## config.mk

```make
export PLATFORM = sky130hd
export DESIGN_NAME = uart_rx_fifo
export DESIGN_NICKNAME = d
export VERILOG_FILES = /design/src/rtl/uart_rx_fifo.sv
export SDC_FILE = /design/constraint.sdc
export NUM_CORES = 1
export LEC_CHECK = 0
export CAP_MARGIN = 20
export CORE_MARGIN = 2
export CORE_UTILIZATION = 63
export CTS_BUF_LIST = sky130_fd_sc_hd__clkbuf_2 sky130_fd_sc_hd__clkbuf_4 sky130_fd_sc_hd__clkbuf_8
export DETAILED_ROUTE_END_ITERATION = 12
export GPL_ROUTABILITY_DRIVEN = 0
export PLACE_DENSITY = 0.83
export SETUP_SLACK_MARGIN = 0.02
export SYNTH_ARGS = -nofsm -noshare
export SYNTH_HDL_FRONTEND = slang
export SYNTH_SLANG_ARGS = --single-unit
```

## constraint.sdc

```tcl
create_clock -name i_CLK -period 4 [get_ports i_CLK]
set_input_delay 1 -clock i_CLK [delete_from_list [all_inputs] [get_ports i_CLK]]
set_output_delay 1 -clock i_CLK [all_outputs]
set_load 0.005 [all_outputs]
```

## src/rtl/uart_rx_fifo.sv

```systemverilog
// uart_rx_fifo: receive-side byte FIFO behind a uart_receiver.
//   Stores each received byte together with its framing-error flag and
//   presents the oldest entry first-word fall-through.
// Ports:
//   i_CLK, i_RESET_N        clock, async active-low reset
//   i_RX_DONE/i_DATA/i_FRAMING_ERROR   write strobe, byte, error flag
//   i_READ                  pop head entry (ignored while empty)
//   i_CLEAR_OVERRUN         clears sticky o_OVERRUN (a new overrun wins)
//   o_DATA/o_DATA_ERROR     head entry, zero while empty
//   o_VALID/o_FULL/o_COUNT  occupancy status
//   o_OVERRUN               sticky: a byte was lost to a full FIFO
module uart_rx_fifo #(
  parameter int DEPTH       = 16,
  parameter int DROP_ERRORS = 0
) (
  input  logic                       i_CLK,
  input  logic                       i_RESET_N,
  input  logic                       i_RX_DONE,
  input  logic [7:0]                 i_DATA,
  input  logic                       i_FRAMING_ERROR,
  input  logic                       i_READ,
  input  logic                       i_CLEAR_OVERRUN,
  output logic [7:0]                 o_DATA,
  output logic                       o_DATA_ERROR,
  output logic                       o_VALID,
  output logic                       o_FULL,
  output logic [$clog2(DEPTH):0]     o_COUNT,
  output logic                       o_OVERRUN
);
  localparam int AW = $clog2(DEPTH);
  localparam int CW = AW + 1;

  logic [8:0]    mem_q [DEPTH];
  logic [AW-1:0] wr_ptr_q, wr_ptr_d;
  logic [AW-1:0] rd_ptr_q, rd_ptr_d;
  logic [CW-1:0] count_q, count_d;
  logic          overrun_q, overrun_d;
  // Goes high on the first edge after reset release; blocks any push/pop
  // on the edge that coincides with deassertion.
  logic          run_q, run_d;

  logic push_req, push, pop, ovf, full, valid;
  logic [8:0] head;

  assign full  = (count_q == CW'(DEPTH));
  assign valid = (count_q != '0);
  assign head  = mem_q[rd_ptr_q];

  always_comb begin
    push_req  = run_q && i_RX_DONE && !((DROP_ERRORS != 0) && i_FRAMING_ERROR);
    pop       = run_q && i_READ && valid;
    // A pop in the same cycle frees a slot, so a push into a full FIFO is ok.
    push      = push_req && (!full || pop);
    ovf       = push_req && full && !pop;
    run_d     = 1'b1;
    wr_ptr_d  = wr_ptr_q + AW'(push);
    rd_ptr_d  = rd_ptr_q + AW'(pop);
    count_d   = count_q + CW'(push) - CW'(pop);
    overrun_d = overrun_q;
    if (i_CLEAR_OVERRUN) overrun_d = 1'b0;
    if (ovf)             overrun_d = 1'b1;
  end

  always_ff @(posedge i_CLK or negedge i_RESET_N) begin
    if (!i_RESET_N) begin
      run_q     <= 1'b0;
      wr_ptr_q  <= '0;
      rd_ptr_q  <= '0;
      count_q   <= '0;
      overrun_q <= 1'b0;
    end else begin
      run_q     <= run_d;
      wr_ptr_q  <= wr_ptr_d;
      rd_ptr_q  <= rd_ptr_d;
      count_q   <= count_d;
      overrun_q <= overrun_d;
    end
  end

  // Storage is not reset; the empty-gating on the outputs hides stale data.
  always_ff @(posedge i_CLK) begin
    if (push) mem_q[wr_ptr_q] <= {i_FRAMING_ERROR, i_DATA};
  end

  assign o_DATA       = valid ? head[7:0] : 8'h00;
  assign o_DATA_ERROR = valid ? head[8]   : 1'b0;
  assign o_VALID      = valid;
  assign o_FULL       = full;
  assign o_COUNT      = count_q;
  assign o_OVERRUN    = overrun_q;
endmodule

```

After elaboration in Yosys (flattened, before gate mapping)
Memory sizes are Yosys's and may differ from the RTL's.
Index checks and enable logic that the tools add are counted.
{"block": "totals", "mem_count": 1, "output_inout_bits": 17, "reg_bits": 15, "ramBits": 144, "input_bits": 14}
{"memory": "mem_q", "words": 16, "word_bits": 9, "rd": 1, "rd_clocked_by_memory_dff": 0, "wr": 1, "line_no": "33", "rtl": "logic [8:0] mem_q [DEPTH];"}
{"block": "op_classes", "addsub": 4, "n_reduce_logical": 11, "eq_ne": 1, "mux": 6}
{"op": "$add A4 B1 Y4", "n": 2}
{"op": "$mux W8", "n": 1}
{"op": "$logic_and A1 B1 Y1", "n": 6}
{"op": "$add A5 B1 Y5", "n": 1}
{"op": "$eq A5 B5 Y1 const B", "n": 1}
{"op": "$mux W1", "n": 5}
{"op": "$reduce_bool A5 Y1", "n": 1}
{"op": "$sub A5 B1 Y5", "n": 1}
{"op": "$logic_not A1 Y1", "n": 2}
{"op": "$reduce_bool A2 Y1", "n": 1}
{"op": "$logic_or A1 B1 Y1", "n": 1}

Longest topological paths before layout
Gate-level depths: netlist of run 1.
{"block": "logic_depth", "depth_word": 6, "ltp_mapped": 14, "ltp_nobuf": 13}

Worst setup path before layout of run 1
Ideal clock, no wire load.
{"block": "synth_path", "path_type": "input port to flip-flop", "startpoint": "input port i_READ", "endpoint": "memory mem_q[1][0], enable pin", "arrival_ns": 2.363, "setup_slack_ns": 1.238, "setup_ns": 0.399, "cell_stages": 4, "n_path_buf": 0, "cell_sequence": "nand2_1 -> nand2_1 -> nand3_1 -> nor4_1"}
{"block": "synth_via", "elab_chain_cells": 6}
{"item": "from (decl)", "line_no": "21", "rtl": "input logic i_READ,"}
{"item": "$logic_and A1 B1 Y1 (2 in series)", "line_no": "51", "rtl": "pop = run_q && i_READ && valid;"}
{"item": "$logic_or A1 B1 Y1", "line_no": "53", "rtl": "push = push_req && (!full || pop);"}
{"item": "$logic_and A1 B1 Y1", "line_no": "53"}
{"item": "$mux W1", "line_no": "82", "rtl": "if (push) mem_q[wr_ptr_q] <= {i_FRAMING_ERROR, i_DATA};"}
{"item": "$mux W1 (implied by the code)", "line_no": "82"}
{"item": "to (decl)", "line_no": "33"}
Every way passes these cells.

Final worst setup path of run 1
{"block": "layout_path", "startpoint": "register rd_ptr_q[0]", "endpoint": "output port o_DATA[0]"}
{"block": "layout_via", "elab_chain_cells": 2}
{"item": "from (decl)", "line_no": "35", "rtl": "logic [AW-1:0] rd_ptr_q, rd_ptr_d;"}
{"item": "from (signal assigned)", "line_no": "74", "rtl": "rd_ptr_q <= rd_ptr_d;"}
{"item": "$mem_v2 Z16 W9"}
{"item": "$mux W8", "line_no": "85", "rtl": "assign o_DATA = valid ? head[7:0] : 8'h00;"}
{"item": "to (decl)", "line_no": "23", "rtl": "output logic [7:0] o_DATA,"}
Every way passes these cells.

==> results of run 1 <==
cells by family after synthesis:
group	Yosys count	synth area share
adder cells (fa/ha/maj)	10	0.0205
other	1	0.000580
buffers and inverters	27	0.0240
multiplexers	45	0.153
XOR/XNOR	8	0.0108
AO/OA/AOI/OAI	24	0.0265
flip-flops	159	0.727
AND/OR/NAND/NOR	42	0.0368
metal layers:
layer / wire, um / part of all wire
met1: 4580 / 0.38
met2: 6340 / 0.53
met3: 961 / 0.080
met4: 129 / 0.011
met5: 0 / 0
Yosys cell counts, types with 5 or more instances:
| library cell | number |
|---|---|
| a211oi_1 | 18 |
| clkbuf_1 | 6 |
| dfrtp_1 | 15 |
| edfxtp_1 | 144 |
| ha_1 | 9 |
| inv_1 | 10 |
| mux2i_1 | 9 |
| mux4_1 | 24 |
| mux4_2 | 12 |
| nand2_1 | 5 |
| nor2b_1 | 9 |
| nor3_1 | 9 |
| nor4_1 | 6 |
final timing paths:
kind	to	slack (ns)	cells past startpoint
hold reg to reg	o_OVERRUN	0.53	2
setup reg to reg	o_COUNT[4]	1.36	13
max in group asynchronous	rd_ptr_q[0]	2.50	1
setup / recovery	o_DATA[0]	0.20	5
min in group asynchronous	wr_ptr_q[1]	0.98	1
hold / removal	o_OVERRUN	0.53	2
metrics by stage:
stage | util | worst slack, ns | hold slack, ns | instance area, sq um
after global placement | 0.713 | 0.507 | 0.523 | 7040
after detailed placement | 0.713 | 0.431 | 0.531 | 7040
after CTS | 0.754 | 0.0672 | 0.539 | 7440
after floorplan | - | 1.24 | 0.473 | 6460
after global routing | 0.759 | 0.0785 | 0.568 | 7490
final | 0.759 | 0.199 | 0.531 | 7490
power by group:
group	switching, mW	internal, mW	total (mW)	leakage (nW)
Clock	0.544	0.619	1.16	0.191
Sequential	0.205	1.96	2.17	1.47
Combinational	0.676	0.858	1.53	0.903
critical path: cells and delay by family (launching register included):
| kind | cells | cell delay, ns |
|---|---|---|
| AO/OA/AOI/OAI | 2 | 0.40 |
| buffers and inverters | 2 | 0.77 |
| flip-flops | 1 | 0.55 |
| multiplexers | 1 | 0.62 |
flip-flops by register name, summed over array words and instances (netlist names):
name	flops
run_q	1
o_COUNT	5
wr_ptr_q	4
rd_ptr_q	4
o_OVERRUN	1
mem_q	144
timing repair:
item,4_1_cts,5_1_grt
cloned,0,0
buffers inserted,0,6
endpoints found under the setup margin,4,1
hold endpoints to repair,0,0
gates resized for setup,2,2
final cells by class:
| type | count | area (sq um) | area share |
|---|---|---|---|
| clock inverters | 13 | 146 | 0.0196 |
| inverters | 10 | 37.5 | 0.00501 |
| well taps | 133 | 166 | 0.0222 |
| repair buffers | 60 | 533 | 0.0712 |
| clock buffers | 19 | 249 | 0.0333 |
| flip-flops and latches | 159 | 4700 | 0.628 |
| multi-input cells | 130 | 1650 | 0.220 |
==> impl_metrics.py, run 1 <==
metrics = {
    "min_path": {
        "min_path_type": "register to register",
        "hold_path.startpoint": "o_OVERRUN",
    },
    "outcome": {
        "status": "finished, final reports clean",
    },
    "setup_path": {
        "crit_path_top_delay_cell": "mux4_1",
        "worstSetupEndpointType": "output port",
        "startpoint": "rd_ptr_q[0]",
        "start_kind": "register",
        "cp_cell_sequence": "buf_8, mux4_1, a211oi_1, a211oi_1, clkdlybuf4s50_1",
        "max_stage_delay_ns": 0.62,
        "worstSetupPathType": "register to output port",
        "arrival_ns": 2.80,
        "cp_common_cell": "a211oi_1",
        "r2r-start": "o_COUNT[2]",
        "cp_max_fo": 20,
        "cp.required_ns": 3.00,
    },
    "floorplan": {
        "die_h_um": 105,
        "io_pins": 31,
        "rows": 36,
        "dieArea_sq_um": 11100,
        "coreArea_sq_um": 9860,
        "initial_core_util": 0.655,
        "die_w_um": 105,
    },
    "logic_synthesis": {
        "avgSynthCellArea_sq_um": 20.4,
        "synthCells": 316,
        "netlist_area_sq_um": 6460,
        "synth_seq_area_share": 0.727,
        "synth_cell_type_count": 35,
        "synth_area_leaders": "edfxtp_1 (67%), mux4_1 (9.8%), dfrtp_1 (5.8%), mux4_2 (4.2%), a211oi_1 (2.1%)",
        "async_reset_ff_frac": 0.0943,
        "ys_seq_elements": 159,
        "synth_nets": 340,
        "synth_edf_count": 144,
        "ys.warnings.count": 0,
        "yosys_most_used_dff": "edfxtp_1",
        "synth_top_area_share": 0.669,
        "synth_area_leader_cell": "edfxtp_1",
    },
    "grt": {
        "grt.met3_usage": 0.0686,
        "met2_usage": 0.390,
        "grt_pass1_wl_mm": 18.7,
        "top_usage_layer": "met2",
        "grt_util_met1": 0.316,
        "grt_use_total": 0.238,
        "antenna_found_initial": 0,
        "grt_max_degree": 21,
        "grt_overflow": 0,
        "grt_pass1_vias": 3294,
    },
    "placement": {
        "post-dp-hpwl_mm": 7.50,
        "port_buffers": 30,
        "placed_cells": 486,
    },
    "clock_network": {
        "holdBufCountCts": 0,
        "clk_latency_ns": 0.44,
        "clk_pin_slew_worst_paths_ns": 0.08,
        "cts.sinks": 159,
        "cts_tree": "done",
        "root_buffer": "clkbuf_8",
        "cts_max_level": 4,
        "cts_buffer_depth": 2,
        "cts_made_buffers": 17,
    },
    "drt": {
        "detail_route.wl_per_cell_um": 22.9,
        "drtIter0Drc": 305,
        "viasPerCell": 6.19,
        "dr.pass1.iters": 4,
        "vias": 3246,
        "ant_nets": 0,
        "route.detailed.drc": 0,
        "routed_wl_mm": 12.0,
    },
    "final_layout": {
        "final_cells": 524,
        "final_cell_mix": "edfxtp_1 (144), clkdlybuf4s50_1 (30), buf_4 (29)",
        "drive_above_1_share": 0.205,
        "final_common_cell": "edfxtp_1",
        "antenna-diode-count": 0,
        "nets": 402,
        "fillCellCount": 519,
        "synthToLayoutAreaGrowth_pct": 15.9,
    },
    "sta": {
        "slew_headroom": 0.496,
        "rsz0062_at_grt": "no",
        "hold_viol": 0,
        "tns_ns": 0,
        "fmax_mhz": 263,
        "setup-violations-final": 0,
        "min_period_over_period": 0.950,
        "fin_skew_ns": 0.00765,
        "worstMarginPinSlew_ns": 0.755,
        "slew_viol_final": 0,
        "min_period_ns": 3.80,
    },
    "power_and_ir_drop": {
        "power_density_nw_per_um2": 650,
        "power_mw": 4.87,
        "peakVddDrop_v": 0.000396,
        "p_leak_nw": 2.57,
    },
    "job": {
        "cap_violations": 0,
    },
}
Power figures use the tool's default switching activity.
==> inputs of run 2 (changes only) <==
--- a/config.mk
+++ b/config.mk
@@ -7,12 +7,13 @@
 export LEC_CHECK = 0
 export CAP_MARGIN = 20
 export CORE_MARGIN = 2
-export CORE_UTILIZATION = 63
+export CORE_UTILIZATION = 41
 export CTS_BUF_LIST = sky130_fd_sc_hd__clkbuf_2 sky130_fd_sc_hd__clkbuf_4 sky130_fd_sc_hd__clkbuf_8
+export CTS_CLUSTER_SIZE = 16
 export DETAILED_ROUTE_END_ITERATION = 12
 export GPL_ROUTABILITY_DRIVEN = 0
-export PLACE_DENSITY = 0.83
 export SETUP_SLACK_MARGIN = 0.02
+export SLEW_MARGIN = 20
 export SYNTH_ARGS = -nofsm -noshare
 export SYNTH_HDL_FRONTEND = slang
 export SYNTH_SLANG_ARGS = --single-unit
==> run 2 against run 1 <==
First-iteration DRC count fell by 21%; global-route usage fell by 7.6 points; cell area rose by 1.4%; largest cell class unchanged.
==> impl_metrics.py, run 2 (synthesis results as in run 1) <==
metrics = {
    "floorplan": {
        "initial_core_util": 0.422,
        "die_h_um": 130,
        "coreArea_sq_um": 15300,
        "io_pins": 31,
        "die_w_um": 130,
        "rows": 45,
        "dieArea_sq_um": 16800,
    },
    "power_and_ir_drop": {
        "peakVddDrop_v": 0.000321,
        "p_leak_nw": 2.57,
        "power_density_nw_per_um2": 656,
    },
    "drt": {
        "dr_wl_met3_um": 398,
        "vias": 3120,
        "wl_met1_mm": 5.87,
        "routed_wl_mm": 12.6,
        "wl_met2_mm": 6.12,
        "detail_route.wl_per_cell_um": 21.1,
        "viasPerCell": 5.23,
        "drtIter0Drc": 241,
        "route.detailed.drc": 0,
        "highest_layer": "met4",
        "dr.pass1.iters": 4,
        "ant_nets": 0,
    },
    "final_layout": {
        "synthToLayoutAreaGrowth_pct": 17.5,
        "drive_above_1_share": 0.192,
        "final_cells": 596,
        "nets": 396,
        "antenna-diode-count": 0,
        "final_cell_mix": "edfxtp_1 (144), clkdlybuf4s50_1 (30), mux4_1 (24)",
        "final_common_cell": "edfxtp_1",
        "largest_reg_flops": 144,
        "largest-register": "mem_q",
    },
    "clock_network": {
        "clk_pin_slew_worst_paths_ns": 0.09,
        "cts_buffer_depth": 2,
        "clk_latency_ns": 0.45,
        "cts_max_level": 4,
        "root_buffer": "clkbuf_8",
        "cts_tree": "done",
        "cts_made_buffers": 17,
        "cts.sinks": 159,
    },
    "sta": {
        "slew_viol_final": 0,
        "worstMarginPinSlew_ns": 0.784,
        "rsz0062_at_grt": "no",
        "min_period_ns": 3.82,
        "hold_viol": 0,
        "setup-violations-final": 0,
        "fmax_mhz": 261,
        "slew_headroom": 0.477,
        "fin_skew_ns": 0.00932,
        "min_period_over_period": 0.956,
        "tns_ns": 0,
    },
    "setup_path": {
        "worstSetupPathType": "register to output port",
        "start_kind": "register",
        "worst_r2r_endpoint": "o_COUNT[4]",
        "arrival_ns": 2.82,
        "cp_max_fo": 19,
        "cp.required_ns": 3.00,
        "ff2ff_path_depth": 13,
        "worstSetupEndpointType": "output port",
        "r2r-start": "o_COUNT[3]",
        "rrSetupSlack_ns": 1.27,
    },
    "grt": {
        "grt_pass1_vias": 3178,
        "antenna_found_initial": 0,
        "grt_use_total": 0.161,
        "grt_pass1_wl_mm": 19.0,
        "grt_max_degree": 39,
        "grt_overflow": 0,
    },
    "placement": {
        "port_buffers": 30,
        "placed_cells": 564,
        "post-dp-hpwl_mm": 7.98,
    },
    "min_path": {
        "hold_end": "o_OVERRUN",
        "min_path_type": "register to register",
        "min_path_cells": 2,
        "hold_path.startpoint": "o_OVERRUN",
    },
    "job": {
        "cap_violations": 0,
    },
    "outcome": {
        "status": "finished, final reports clean",
    },
}
[run 2: cell types whose count changed in the layout (fill, tap and decap cells not counted), sizes merged]
cell,previous run,this run
clkinvlp,4,1
clkinv,6,5
bufinv,3,4
buf,30,24
clkbuf,19,17
inv,10,15
[run 2: routing by layer]
layer | GRT usage | vias up
met5 | 0 | -
met4 | 0.0645 | 0
met3 | 0.0359 | 13
met2 | 0.256 | 53
met1 | 0.219 | 1633
li1 | - | 1421
[run 2: worst max path at each step]
stage           startpoint           end  slack, ns  cells after the start
2_1_floorplan       i_READ   mem_q[1][0]       1.24                      4
3_3_place_gp   rd_ptr_q[0]     o_DATA[4]       0.52                      5
3_5_place_dp   rd_ptr_q[0]  o_DATA_ERROR       0.52                      5
4_1_cts        rd_ptr_q[0]  o_DATA_ERROR       0.15                      5
5_1_grt        rd_ptr_q[0]     o_DATA[5]       0.03                      5
6_report       rd_ptr_q[0]     o_DATA[3]       0.18                      5
[run 2: per-stage QoR]
stage               utilization  worst slack, ns  area, sq um  power [mW]  hold slack, ns
detailed placement        0.467            0.519         7150        3.74           0.531
CTS                       0.496            0.146         7590        5.03           0.544
finish                    0.496            0.176         7590        4.98           0.537
global placement          0.467            0.517         7150        3.70           0.514
global route              0.496           0.0276         7590        5.22           0.565
floorplan                     -             1.24         6460        3.13           0.473
[run 2: layout make-up]
| class | instances | area (sq um) |
|---|---|---|
| Fill cell | 1260 | 7720 |
| Sequential cell | 159 | 4700 |
| Multi-Input combinational cell | 130 | 1650 |
| Timing Repair Buffer | 54 | 493 |
| Tap cell | 211 | 264 |
| Clock buffer | 17 | 234 |
| Clock inverter | 15 | 208 |
| Inverter | 10 | 37.5 |
[run 2: power by group]
group | internal, mW | leakage, nW | switching [mW] | total (mW)
sequential | 1.96 | 1.47 | 0.188 | 2.15
clock | 0.690 | 0.219 | 0.611 | 1.30
combinational | 0.831 | 0.876 | 0.694 | 1.53
[run 2: worst max-delay path, cell delays in order, from the launching register on]
cell             delay (ns)
dfrtp_4                0.64
mux4_1                 0.59
nor2b_1                0.15
a211oi_1               0.41
a211oi_1               0.09
clkdlybuf4s50_1        0.48
[run 2: timing repair]
| item | 4_1_cts | 5_1_grt |
|---|---|---|
| setup endpoints to repair | 1 | 0 |
| resized for setup | 1 | 0 |
| hold endpoints to repair | 0 | 0 |
| setup buffers | 0 | 0 |
| hold buffers | 0 | 0 |
